`src/rtl/cpu_pkg.sv`:
```
// Shared CPU definitions: default address width/reset vector and the sequencing-operation encoding.
package cpu_pkg;

    localparam int unsigned CPU_ADDR_W = 16;
    localparam logic [CPU_ADDR_W-1:0] CPU_RESET_VECTOR = 16'h0000;

    typedef enum logic [2:0] {
        SEQ_HOLD,
        SEQ_INC,
        SEQ_JUMP,
        SEQ_CALL,
        SEQ_RET,
        SEQ_TRAP
    } seq_op_t;

endpackage

```
`src/rtl/return_stack.sv`:
```
// Parametrised LIFO of return addresses; combinational top-of-stack, synchronous push/pop.
module return_stack
    import cpu_pkg::*;
#(
    parameter int unsigned DATA_W = CPU_ADDR_W,
    parameter int unsigned DEPTH  = 8
) (
    input  logic                           clk,
    input  logic                           reset,
    input  logic                           push,
    input  logic                           pop,
    input  logic [DATA_W-1:0]              din,
    output logic [DATA_W-1:0]              top,
    output logic [$clog2(DEPTH+1)-1:0]     count,
    output logic                           full,
    output logic                           empty
);

    localparam int unsigned CNT_W = $clog2(DEPTH + 1);
    localparam int unsigned IDX_W = (DEPTH > 1) ? $clog2(DEPTH) : 1;

    logic [DATA_W-1:0] mem [DEPTH];
    logic [IDX_W-1:0]  top_idx;
    logic [IDX_W-1:0]  wr_idx;

    assign full    = (count == CNT_W'(DEPTH));
    assign empty   = (count == '0);
    assign top_idx = IDX_W'(count - CNT_W'(1));
    assign wr_idx  = IDX_W'(count);
    assign top     = empty ? '0 : mem[top_idx];

    // Occupancy counter; pop wins if both are requested
    always_ff @(posedge clk) begin
        if (reset) begin
            count <= '0;
        end else if (pop && !empty) begin
            count <= count - CNT_W'(1);
        end else if (push && !full) begin
            count <= count + CNT_W'(1);
        end
    end

    // Contents carry no reset; they are only read below count
    always_ff @(posedge clk) begin
        if (!reset && push && !pop && !full) begin
            mem[wr_idx] <= din;
        end
    end

endmodule

```
`src/rtl/program_sequencer.sv`:
```
// Program counter with jump/call/return sequencing over a hardware return stack.
// Optional trap-on-stack-fault behaviour enabled by defining PROGRAM_SEQUENCER_TRAP_EN.
module program_sequencer
    import cpu_pkg::*;
#(
    parameter int unsigned         ADDR_W       = CPU_ADDR_W,
    parameter int unsigned         STACK_DEPTH  = 8,
    parameter logic [ADDR_W-1:0]   RESET_VECTOR = ADDR_W'(CPU_RESET_VECTOR),
    parameter logic [ADDR_W-1:0]   TRAP_VECTOR  = ADDR_W'(16'hFFF0)
) (
    input  logic                              clk,
    input  logic                              reset,
    input  logic                              stall,
    input  logic                              jump_enable,
    input  logic                              call_enable,
    input  logic                              return_enable,
    input  logic [ADDR_W-1:0]                 jump_address,
    output logic [ADDR_W-1:0]                 counter_reg,
    output logic [$clog2(STACK_DEPTH+1)-1:0]  stack_count,
    output logic                              stack_overflow,
`ifdef PROGRAM_SEQUENCER_TRAP_EN
    output logic                              stack_underflow,
    output logic                              trap
`else
    output logic                              stack_underflow
`endif
);

    seq_op_t           op;
    logic              push;
    logic              pop;
    logic              overflow_c;
    logic              underflow_c;
    logic              stack_full;
    logic              stack_empty;
    logic [ADDR_W-1:0] pc_inc;
    logic [ADDR_W-1:0] pc_next;
    logic [ADDR_W-1:0] stack_top;

    assign pc_inc = counter_reg + ADDR_W'(1);

    return_stack #(
        .DATA_W (ADDR_W),
        .DEPTH  (STACK_DEPTH)
    ) u_return_stack (
        .clk    (clk),
        .reset  (reset),
        .push   (push),
        .pop    (pop),
        .din    (pc_inc),
        .top    (stack_top),
        .count  (stack_count),
        .full   (stack_full),
        .empty  (stack_empty)
    );

    // Priority decode: stall > return > call > jump > increment
    always_comb begin
        op          = SEQ_INC;
        push        = 1'b0;
        pop         = 1'b0;
        overflow_c  = 1'b0;
        underflow_c = 1'b0;
        if (stall) begin
            op = SEQ_HOLD;
        end else if (return_enable) begin
            if (stack_empty) begin
                underflow_c = 1'b1;
`ifdef PROGRAM_SEQUENCER_TRAP_EN
                op = SEQ_TRAP;
`else
                op = SEQ_INC;
`endif
            end else begin
                op  = SEQ_RET;
                pop = 1'b1;
            end
        end else if (call_enable) begin
            if (stack_full) begin
                overflow_c = 1'b1;
`ifdef PROGRAM_SEQUENCER_TRAP_EN
                op = SEQ_TRAP;
`else
                op = SEQ_JUMP;
`endif
            end else begin
                op   = SEQ_CALL;
                push = 1'b1;
            end
        end else if (jump_enable) begin
            op = SEQ_JUMP;
        end
    end

    always_comb begin
        pc_next = counter_reg;
        case (op)
            SEQ_HOLD: pc_next = counter_reg;
            SEQ_INC:  pc_next = pc_inc;
            SEQ_JUMP: pc_next = jump_address;
            SEQ_CALL: pc_next = jump_address;
            SEQ_RET:  pc_next = stack_top;
            SEQ_TRAP: pc_next = TRAP_VECTOR;
            default:  pc_next = counter_reg;
        endcase
    end

    always_ff @(posedge clk) begin
        if (reset) begin
            counter_reg     <= RESET_VECTOR;
            stack_overflow  <= 1'b0;
            stack_underflow <= 1'b0;
        end else begin
            counter_reg     <= pc_next;
            stack_overflow  <= overflow_c;
            stack_underflow <= underflow_c;
        end
    end

`ifdef PROGRAM_SEQUENCER_TRAP_EN
    // Sticky until reset; stall cannot produce SEQ_TRAP so it holds naturally
    always_ff @(posedge clk) begin
        if (reset) begin
            trap <= 1'b0;
        end else if (op == SEQ_TRAP) begin
            trap <= 1'b1;
        end
    end
`endif

endmodule

```
`config.mk`:
```
export PLATFORM = sky130hd
export DESIGN_NAME = program_sequencer
export DESIGN_NICKNAME = d
export VERILOG_FILES = /design/src/rtl/cpu_pkg.sv /design/src/rtl/return_stack.sv /design/src/rtl/program_sequencer.sv
export SDC_FILE = /design/constraint.sdc
export NUM_CORES = 1
export LEC_CHECK = 0
export ABC_CLOCK_PERIOD_IN_PS = 5600
export BUFFER_PORTS_ARGS = -buffer_cell sky130_fd_sc_hd__buf_2
export CAP_MARGIN = 20
export CORE_MARGIN = 2
export CORE_UTILIZATION = 30
export DETAILED_ROUTE_END_ITERATION = 8
export GPL_TIMING_DRIVEN = 0
export HOLD_SLACK_MARGIN = 0.15
export PLACE_DENSITY = 0.45
export SLEW_MARGIN = 20
export SYNTH_ARGS = -nofsm -noshare
export SYNTH_HDL_FRONTEND = slang
export SYNTH_SLANG_ARGS = --single-unit
```
`constraint.sdc`:
```
create_clock -name clk -period 5.6 [get_ports clk]
set_clock_uncertainty 0.15 [all_clocks]
set_input_delay 0.84 -clock clk [delete_from_list [all_inputs] [get_ports clk]]
set_output_delay 0.84 -clock clk [all_outputs]
set_load 0.01 [all_outputs]
```
==> results.yml, run 1 <==
die:
  dieArea_mm2: 0.0222
  row_count: 53
  fp.coreArea_mm2: 0.0208
  die_y_um: 149
  floorplan.initialDensity: 0.302
  dieWidth_um: 149
  io_pins: 44
power:
  seqPwrFrac: 0.458
  intPower_uw: 2080
  clockPowerShare: 0.393
  p_leak_uw: 0.00250
  switchingPower_uw: 706
  power.share.switching: 0.254
  p_comb_frac: 0.149
  power_density_mw_per_mm2: 369
  peakVddDrop_mv: 0.185
drt:
  wl_met2_um: 7880
  drt_iter0_drc: 272
  wire_per_inst_um: 22.6
  drc_errors: 0
  wl_met3_um: 759
  wl_met1_um: 7630
  num_vias: 3754
  first_pass_iters: 5
  ant_nets: 0
  avgViaCountPerCell: 5.09
  top_layer: "met4"
  drt-total-wl_um: 16600
finish:
  nets: 474
  stdcell_area_mm2: 0.00753
  largest_reg_flops: 128
  final_common_cell: "edfxtp_1"
  antennaDiodeCount: 0
  final_cell_mix: "128 x edfxtp_1, 50 x buf_2, 32 x mux4_2"
  syn2layout_area_growth_pct: 19.6
  drive_above_1_share: 0.314
  fin_cells: 737
setup_path:
  crit_chain: "buf_4, buf_2, inv_1, ha_1, and3b_1, or3_1, buf_6, nor2_1, nand2_1, nor2_4"
  worstPathArrival_ps: 3530
  worst-setup-path-type: "reg -> reg"
  path_max_fanout: 16
  cpPeakStageDelay_ps: 690
  start_kind: "register"
  crit_start: "u_return_stack.count[0]"
  crit-reg2reg-launch: "u_return_stack.count[0]"
  crit_slowest_cell: "nor2_4"
  cp-end-kind: "register"
  cp.required_ps: 5500
placed_design:
  place_congestion: 0.786
  placed_cells: 705
  hpwlAfterDp_um: 11100
  port-buffer-count: 42
  place_area_mm2: 0.00697
cts:
  cts_buffer_depth: 2
  cts-root-buf: "clkbuf_16"
  cts.sinks: 150
  post_cts_resized: 0
  cts_buffers: 17
  cts_setup_buffers: 0
  postCtsHoldBufs: 0
  cts_max_level: 4
  worstSkewPairLatency_ps: 420
  clkTransAtPathRegs_ps: 60
  cts_tree: "yes"
sta:
  rsz0062_at_grt: "false"
  slew_viol_final: 0
  tightest_slew_ps: 965
  fin_crit_sh: 0.649
  slew_headroom: 0.354
  final.setup.tns_ps: 0
  fmax_ghz: 0.275
  period_needed_ps: 3630
  holdWs_ps: 384
  finalSetupViolCount: 0
  hold_violations: 0
logic_synthesis:
  yosys_warnings: 0
  syn_avg_cell_area_um2: 16.5
  syn_area_mm2: 0.00630
  ys_ff_latch: 150
  synth_fp_nets: 407
  synth.distinct_cells: 52
  synth_edf_count: 128
  async_flop_share: 0
  synth_cells: 382
  ys.flop_type: "edfxtp_1"
  synth_seq_area_share: 0.680
job:
  max-cap-violations: 0
status:
  status: "finished clean"
global_route:
  grt_start_max_net_pins: 17
  antenna_found_initial: 0
  grt_use_total: 0.159
  grt_pass1_wl_um: 25000
  first_global_vias: 3962
  overflow: 0
hold_path:
  worstHoldPathType: "reg -> reg"
  holdCritStartpoint: "u_return_stack.count[3]"
[logic make-up after synthesis]
group / share of synthesized area
multiplexers: 0.116
AND/OR/NAND/NOR: 0.0701
adder cells (fa/ha/maj): 0.00596
XOR/XNOR: 0.0209
AO/OA/AOI/OAI: 0.0795
flip-flops: 0.680
buffers and inverters: 0.0274
[area by class of cell]
class | instances | area (um2)
Fill cell | 2026 | 13300
Sequential cell | 150 | 4280
Multi-Input combinational cell | 198 | 1900
Clock buffer | 19 | 433
Tap cell | 275 | 344
Timing Repair Buffer | 48 | 270
Clock inverter | 13 | 134
Buffer | 22 | 128
Inverter | 12 | 45.0
[power by group through the flow]
stage / logic, uW / clock network [uW] / registers, uW
after CTS: 419 / 1110 / 1270
after global placement: 407 / 0 / 1300
final: 413 / 1090 / 1280
after detailed placement: 417 / 0 / 1300
after global routing: 447 / 1160 / 1280
after floorplan: 276 / 0 / 1300
[routing by layer]
layer / global-route usage / vias up
li1: - / 1671
met1: 0.217 / 1947
met2: 0.248 / 112
met3: 0.0373 / 24
met4: 0.0610 / 0
met5: 0 / -
[Yosys cell counts (2+ instances only)]
cell type | n | share of area
edfxtp_1 | 128 | 0.61
mux4_2 | 32 | 0.11
dfxtp_1 | 22 | 0.070
nand2_1 | 20 | 0.012
nor2_1 | 17 | 0.010
a221oi_1 | 13 | 0.018
a21oi_1 | 12 | 0.0095
inv_1 | 12 | 0.0072
a22oi_1 | 11 | 0.013
xnor2_1 | 9 | 0.013
buf_2 | 8 | 0.0064
a31oi_1 | 7 | 0.0070
clkbuf_1 | 7 | 0.0042
nand3_1 | 7 | 0.0056
nor3_1 | 7 | 0.0056
o21bai_1 | 7 | 0.0083
xor2_1 | 6 | 0.0083
and3_1 | 4 | 0.0040
or2_2 | 4 | 0.0040
buf_4 | 3 | 0.0036
buf_6 | 3 | 0.0054
ha_1 | 3 | 0.0060
nand2b_1 | 3 | 0.0030
nand4_1 | 3 | 0.0030
o32ai_1 | 3 | 0.0042
a22o_1 | 2 | 0.0028
nor2b_1 | 2 | 0.0020
o311a_1 | 2 | 0.0032
or3_1 | 2 | 0.0020
[metrics by stage]
step                 util  total power (uW)  worst slack [ps]
CTS                 0.362              2810              1920
global route        0.362              2890              1740
detailed placement  0.335              1720              1930
finish              0.362              2780              1970
floorplan               -              1570              1820
global placement    0.329              1700              96.9
[path summary, 6_finish.rpt]
path                            slack [ps]                  endpoint  cells past startpoint
worst max register to register        1970  u_return_stack.mem[3][6]                     10
worst max-delay path                  1970  u_return_stack.mem[3][6]                     10
worst min-delay path                   380            stack_overflow                      2
worst min register to register         380            stack_overflow                      2
[worst max-delay path: cells and delay by family, from the launching register on]
family / cells / cell delay (ps)
fa+ha+maj: 1 / 260
simple gates: 5 / 1590
flops: 1 / 350
buf+inv: 4 / 900
No activity file was read; power rests on OpenSTA's default activity.
==> inputs of run 2 (changes only) <==
ABC_CLOCK_PERIOD_IN_PS = 3300   (was 5600)
PLACE_DENSITY = 0.47   (was 0.45)
clock period = 3.3 ns   (was 5.6 ns; I/O delays follow)
==> results.yml, run 2 (synthesis gave the netlist of run 1 again) <==
cts:
  cts_max_level: 4
  cts.sinks: 150
  worstSkewPairLatency_ps: 430
  cts_buffer_depth: 2
  clkTransAtPathRegs_ps: 60
  cts_tree: "yes"
  postCtsHoldBufs: 0
  cts_buffers: 17
  cts-root-buf: "clkbuf_16"
die:
  dieWidth_um: 149
  io_pins: 44
  row_count: 53
  floorplan.initialDensity: 0.302
  fp.coreArea_mm2: 0.0208
  dieArea_mm2: 0.0222
  die_y_um: 149
finish:
  final_common_cell: "edfxtp_1"
  nets: 488
  final_cell_mix: "128 x edfxtp_1, 49 x buf_2, 32 x mux4_2"
  drive_above_1_share: 0.347
  antennaDiodeCount: 0
  final_util: 0.380
  largest_reg_flops: 128
  syn2layout_area_growth_pct: 25.7
setup_path:
  crit_slowest_cell: "dfxtp_1"
  cp.depth: 12
  path_common_cell: "buf_6"
  rrSetupSlack_ps: 190
  cp.buffers_inverters: 6
  worst-setup-path-type: "reg -> reg"
  crit_chain: "buf_6, buf_6, inv_1, ha_1, and3b_1, or3_1, buf_6, nor2_2, nand2_2, buf_4, nor2_4, buf_12"
  cp.required_ps: 3290
  start_kind: "register"
  cpPeakStageDelay_ps: 390
  cp-end-kind: "register"
  rr_worst_depth: 12
  worstPathArrival_ps: 3090
  crit_family: "buffers and inverters"
  path_max_fanout: 10
global_route:
  grt_start_max_net_pins: 17
  grt_pass1_wl_um: 25200
  grt_use_total: 0.159
  overflow: 0
  first_global_vias: 3943
  antenna_found_initial: 0
sta:
  fmax_ghz: 0.322
  period_needed_ps: 3110
  finalSetupViolCount: 0
  fin_crit_sh: 0.941
  hold_violations: 0
  rsz0062_at_grt: "false"
  slew_viol_final: 0
  slew_headroom: 0.292
  tightest_slew_ps: 1060
power:
  p_leak_uw: 0.00265
  switchingPower_uw: 1220
  seqPwrFrac: 0.434
  fin_total_pwr_uw: 4990
  clockPowerShare: 0.421
  intPower_uw: 3770
  power_density_mw_per_mm2: 630
  power.share.switching: 0.244
  peakVddDrop_mv: 0.282
  p_comb_frac: 0.145
status:
  status: "finished clean"
hold_path:
  holdPathStages: 3
  worstHoldPathType: "in -> reg"
placed_design:
  port-buffer-count: 42
  hpwlAfterDp_um: 10700
  place_congestion: 0.775
drt:
  num_vias: 3859
  wire_per_inst_um: 22.5
  avgViaCountPerCell: 5.14
  drt_iter0_drc: 360
  first_pass_iters: 4
  drt-total-wl_um: 16900
  drc_errors: 0
  ant_nets: 0
job:
  max-cap-violations: 0
==> run 2: cell types whose count changed in the layout (fill, tap and decap cells not counted), moves of 2 or more <==
cell | previous run | this run
bufinv_16 | 2 | 5
nand2_2 | 0 | 2
clkbuf_1 | 9 | 7
clkbuf_2 | 1 | 3
buf_6 | 7 | 5
nor3_4 | 1 | 3
clkinvlp_4 | 5 | 3
buf_4 | 5 | 8
nor3_2 | 3 | 1
nand2_1 | 20 | 18
buf_12 | 0 | 12
buf_16 | 0 | 2
==> run 2: path summary, 6_finish.rpt <==
path                         endpoint                    start
max          u_return_stack.mem[2][1]  u_return_stack.count[0]
max reg2reg  u_return_stack.mem[2][1]  u_return_stack.count[0]
min                   counter_reg[10]         jump_address[10]
min reg2reg            stack_overflow  u_return_stack.count[3]
==> run 2: per-layer routing <==
| metal | track usage | up-vias | part of all wire |
|---|---|---|---|
| met5 | 0 | - | 0 |
| met4 | 0.0629 | 0 | 0.022 |
| met3 | 0.0388 | 24 | 0.072 |
| met2 | 0.246 | 138 | 0.46 |
| met1 | 0.217 | 1995 | 0.44 |
| li1 | - | 1702 | - |
==> run 2: metrics by stage <==
stage	setup TNS, ps	hold WS [ps]	instances	cell area, um2	setup slack, ps
after floorplan	-3680	371	382	6310	-49.9
after global placement	-136570	378	699	6870	-1250
after detailed placement	-48960	393	701	6980	-447
after CTS	-1760	211	746	7870	-69.7
after global routing	0	222	751	7920	49.9
final	0	221	751	7920	194
==> run 2: area by class of cell <==
class                           count  area (um2)
Clock buffer                       19         433
Clock inverter                     13         205
Timing Repair Buffer               62         551
Inverter                           12        45.0
Multi-Input combinational cell    198        1920
Fill cell                        1969       12900
Sequential cell                   150        4280
Tap cell                          275         344
Buffer                             22         140
==> run 2: repair_timing <==
action,4_1_cts,5_1_grt
cloned,0,0
endpoints found under the setup margin,140,132
resized for setup,2,7
pin swaps,8,3
setup buffers,13,5
==> run 2: power groups by stage <==
| stage | sequential (uW) | combinational, uW | clock [uW] |
|---|---|---|---|
| finish | 2170 | 723 | 2100 |
| detailed placement | 2200 | 710 | 0 |
| floorplan | 2200 | 469 | 0 |
| CTS | 2170 | 722 | 2130 |
| global placement | 2200 | 692 | 0 |
| global route | 2170 | 780 | 2200 |
==> run 2: worst register-to-register path, stage by stage (launching register included) <==
cell and delay, ps:
dfxtp_1 390, buf_6 210, buf_6 210, inv_1 120, ha_1 260, and3b_1 190, or3_1 360, buf_6 150
nor2_2 150, nand2_2 140, buf_4 170, nor2_4 170, buf_12 170
==> inputs of run 3 (changes only) <==
CELL_PAD_IN_SITES_DETAIL_PLACEMENT = 0   (was unset)
CELL_PAD_IN_SITES_GLOBAL_PLACEMENT = 1   (was unset)
PLACE_DENSITY = 0.53   (was 0.47)
==> results.yml, run 3 (synthesis gave the netlist of run 1 again) <==
status:
  status: "finished clean"
die:
  floorplan.initialDensity: 0.302
  dieWidth_um: 149
  die_y_um: 149
  io_pins: 44
  fp.coreArea_mm2: 0.0208
  row_count: 53
  dieArea_mm2: 0.0222
power:
  p_leak_uw: 0.00258
  power_density_mw_per_mm2: 630
  fin_total_pwr_uw: 4910
  peakVddDrop_mv: 0.307
finish:
  drive_above_1_share: 0.321
  stdcell_area_mm2: 0.00779
  nets: 479
  final_util: 0.374
  final_cell_mix: "128 x edfxtp_1, 49 x buf_2, 32 x mux4_2"
  final_common_cell: "edfxtp_1"
  syn2layout_area_growth_pct: 23.6
  largest_reg_flops: 128
  antennaDiodeCount: 0
sta:
  fmax_ghz: 0.323
  period_needed_ps: 3090
  fin_crit_sh: 0.937
  finalSetupViolCount: 0
  slew_viol_final: 0
  rsz0062_at_grt: "false"
  tightest_slew_ps: 1090
  hold_violations: 0
  slew_headroom: 0.272
job:
  max-cap-violations: 0
global_route:
  grt_pass1_wl_um: 25100
  grt_use_total: 0.162
  overflow: 0
  first_global_vias: 3858
  antenna_found_initial: 0
  grt_start_max_net_pins: 17
setup_path:
  worstPathArrival_ps: 3070
  cp.required_ps: 3280
  worst-setup-path-type: "reg -> reg"
  cp-end-kind: "register"
  path_max_fanout: 18
  start_kind: "register"
placed_design:
  place_area_mm2: 0.00698
  port-buffer-count: 42
  place_congestion: 0.754
  hpwlAfterDp_um: 11000
drt:
  ant_nets: 0
  avgViaCountPerCell: 5.09
  first_pass_iters: 5
  wire_per_inst_um: 23.2
  drc_errors: 0
  num_vias: 3780
  drt_iter0_drc: 250
  drt-total-wl_um: 17200
cts:
  cts_buffers: 17
  cts_tree: "yes"
  worstSkewPairLatency_ps: 420
  cts_buffer_depth: 2
  cts-root-buf: "clkbuf_16"
  clkTransAtPathRegs_ps: 60
  cts.sinks: 150
  cts_max_level: 4
hold_path:
  worstHoldPathType: "in -> reg"
run 3: cell count changes in the layout (fill, tap and decap cells not counted), sizes merged:
| cell | change |
|---|---|
| clkbuf | +4 |
| bufinv | -1 |
| clkinv | -2 |
| clkinvlp | -1 |
| buf | -9 |
run 3: layer usage:
layer / GRT usage / wire, um / up-vias
li1: - / - / 1683
met1: 0.221 / 7770 / 1958
met2: 0.252 / 8200 / 116
met3: 0.0349 / 820 / 23
met4: 0.0671 / 406 / 0
met5: 0 / 0 / -
run 3: worst paths after layout:
path	slack [ps]	depth (start not counted)	endpoint	start
setup reg to reg	210	10	u_return_stack.mem[1][14]	u_return_stack.count[0]
setup / recovery	210	10	u_return_stack.mem[1][14]	u_return_stack.count[0]
hold / removal	210	3	counter_reg[9]	jump_address[9]
hold reg to reg	390	2	stack_overflow	u_return_stack.count[3]
run 3: worst max-delay path: stages (launching register included):
cell and delay [ps]:
dfxtp_1 370, buf_6 290, inv_1 160, ha_1 270, and3b_1 190, or3_1 360, buf_6 140, nor2_1 170
nand2_2 180, nor3_4 300, buf_16 200
run 3: area by class of cell:
| class | instances | area (um2) |
|---|---|---|
| inverter | 12 | 45.0 |
| buffer | 21 | 128 |
| timing repair buffer | 54 | 453 |
| sequential | 150 | 4280 |
| clock buffer | 23 | 468 |
| fill | 1948 | 13000 |
| clock inverter | 9 | 151 |
| multi-input combinational | 198 | 1910 |
| tap | 275 | 344 |
run 3: power by group:
group	internal (uW)	switching [uW]
clock network	1300	735
registers	2120	48.4
logic	306	402
run 3: timing repair:
action	CTS	global route
hold buffers	0	0
pin swaps	8	2
endpoints found under the setup margin	140	34
setup buffers	10	0
gates resized for setup	5	1
run 3: per-stage QoR:
step	setup TNS [ps]	hold WS [ps]	instances	setup WS, ps
finish	0	209	742	207
global route	0	193	742	34.6
CTS	0	190	743	5.67
detailed placement	-58510	377	701	-535
global placement	-154430	377	699	-1410
floorplan	-3680	371	382	-49.9
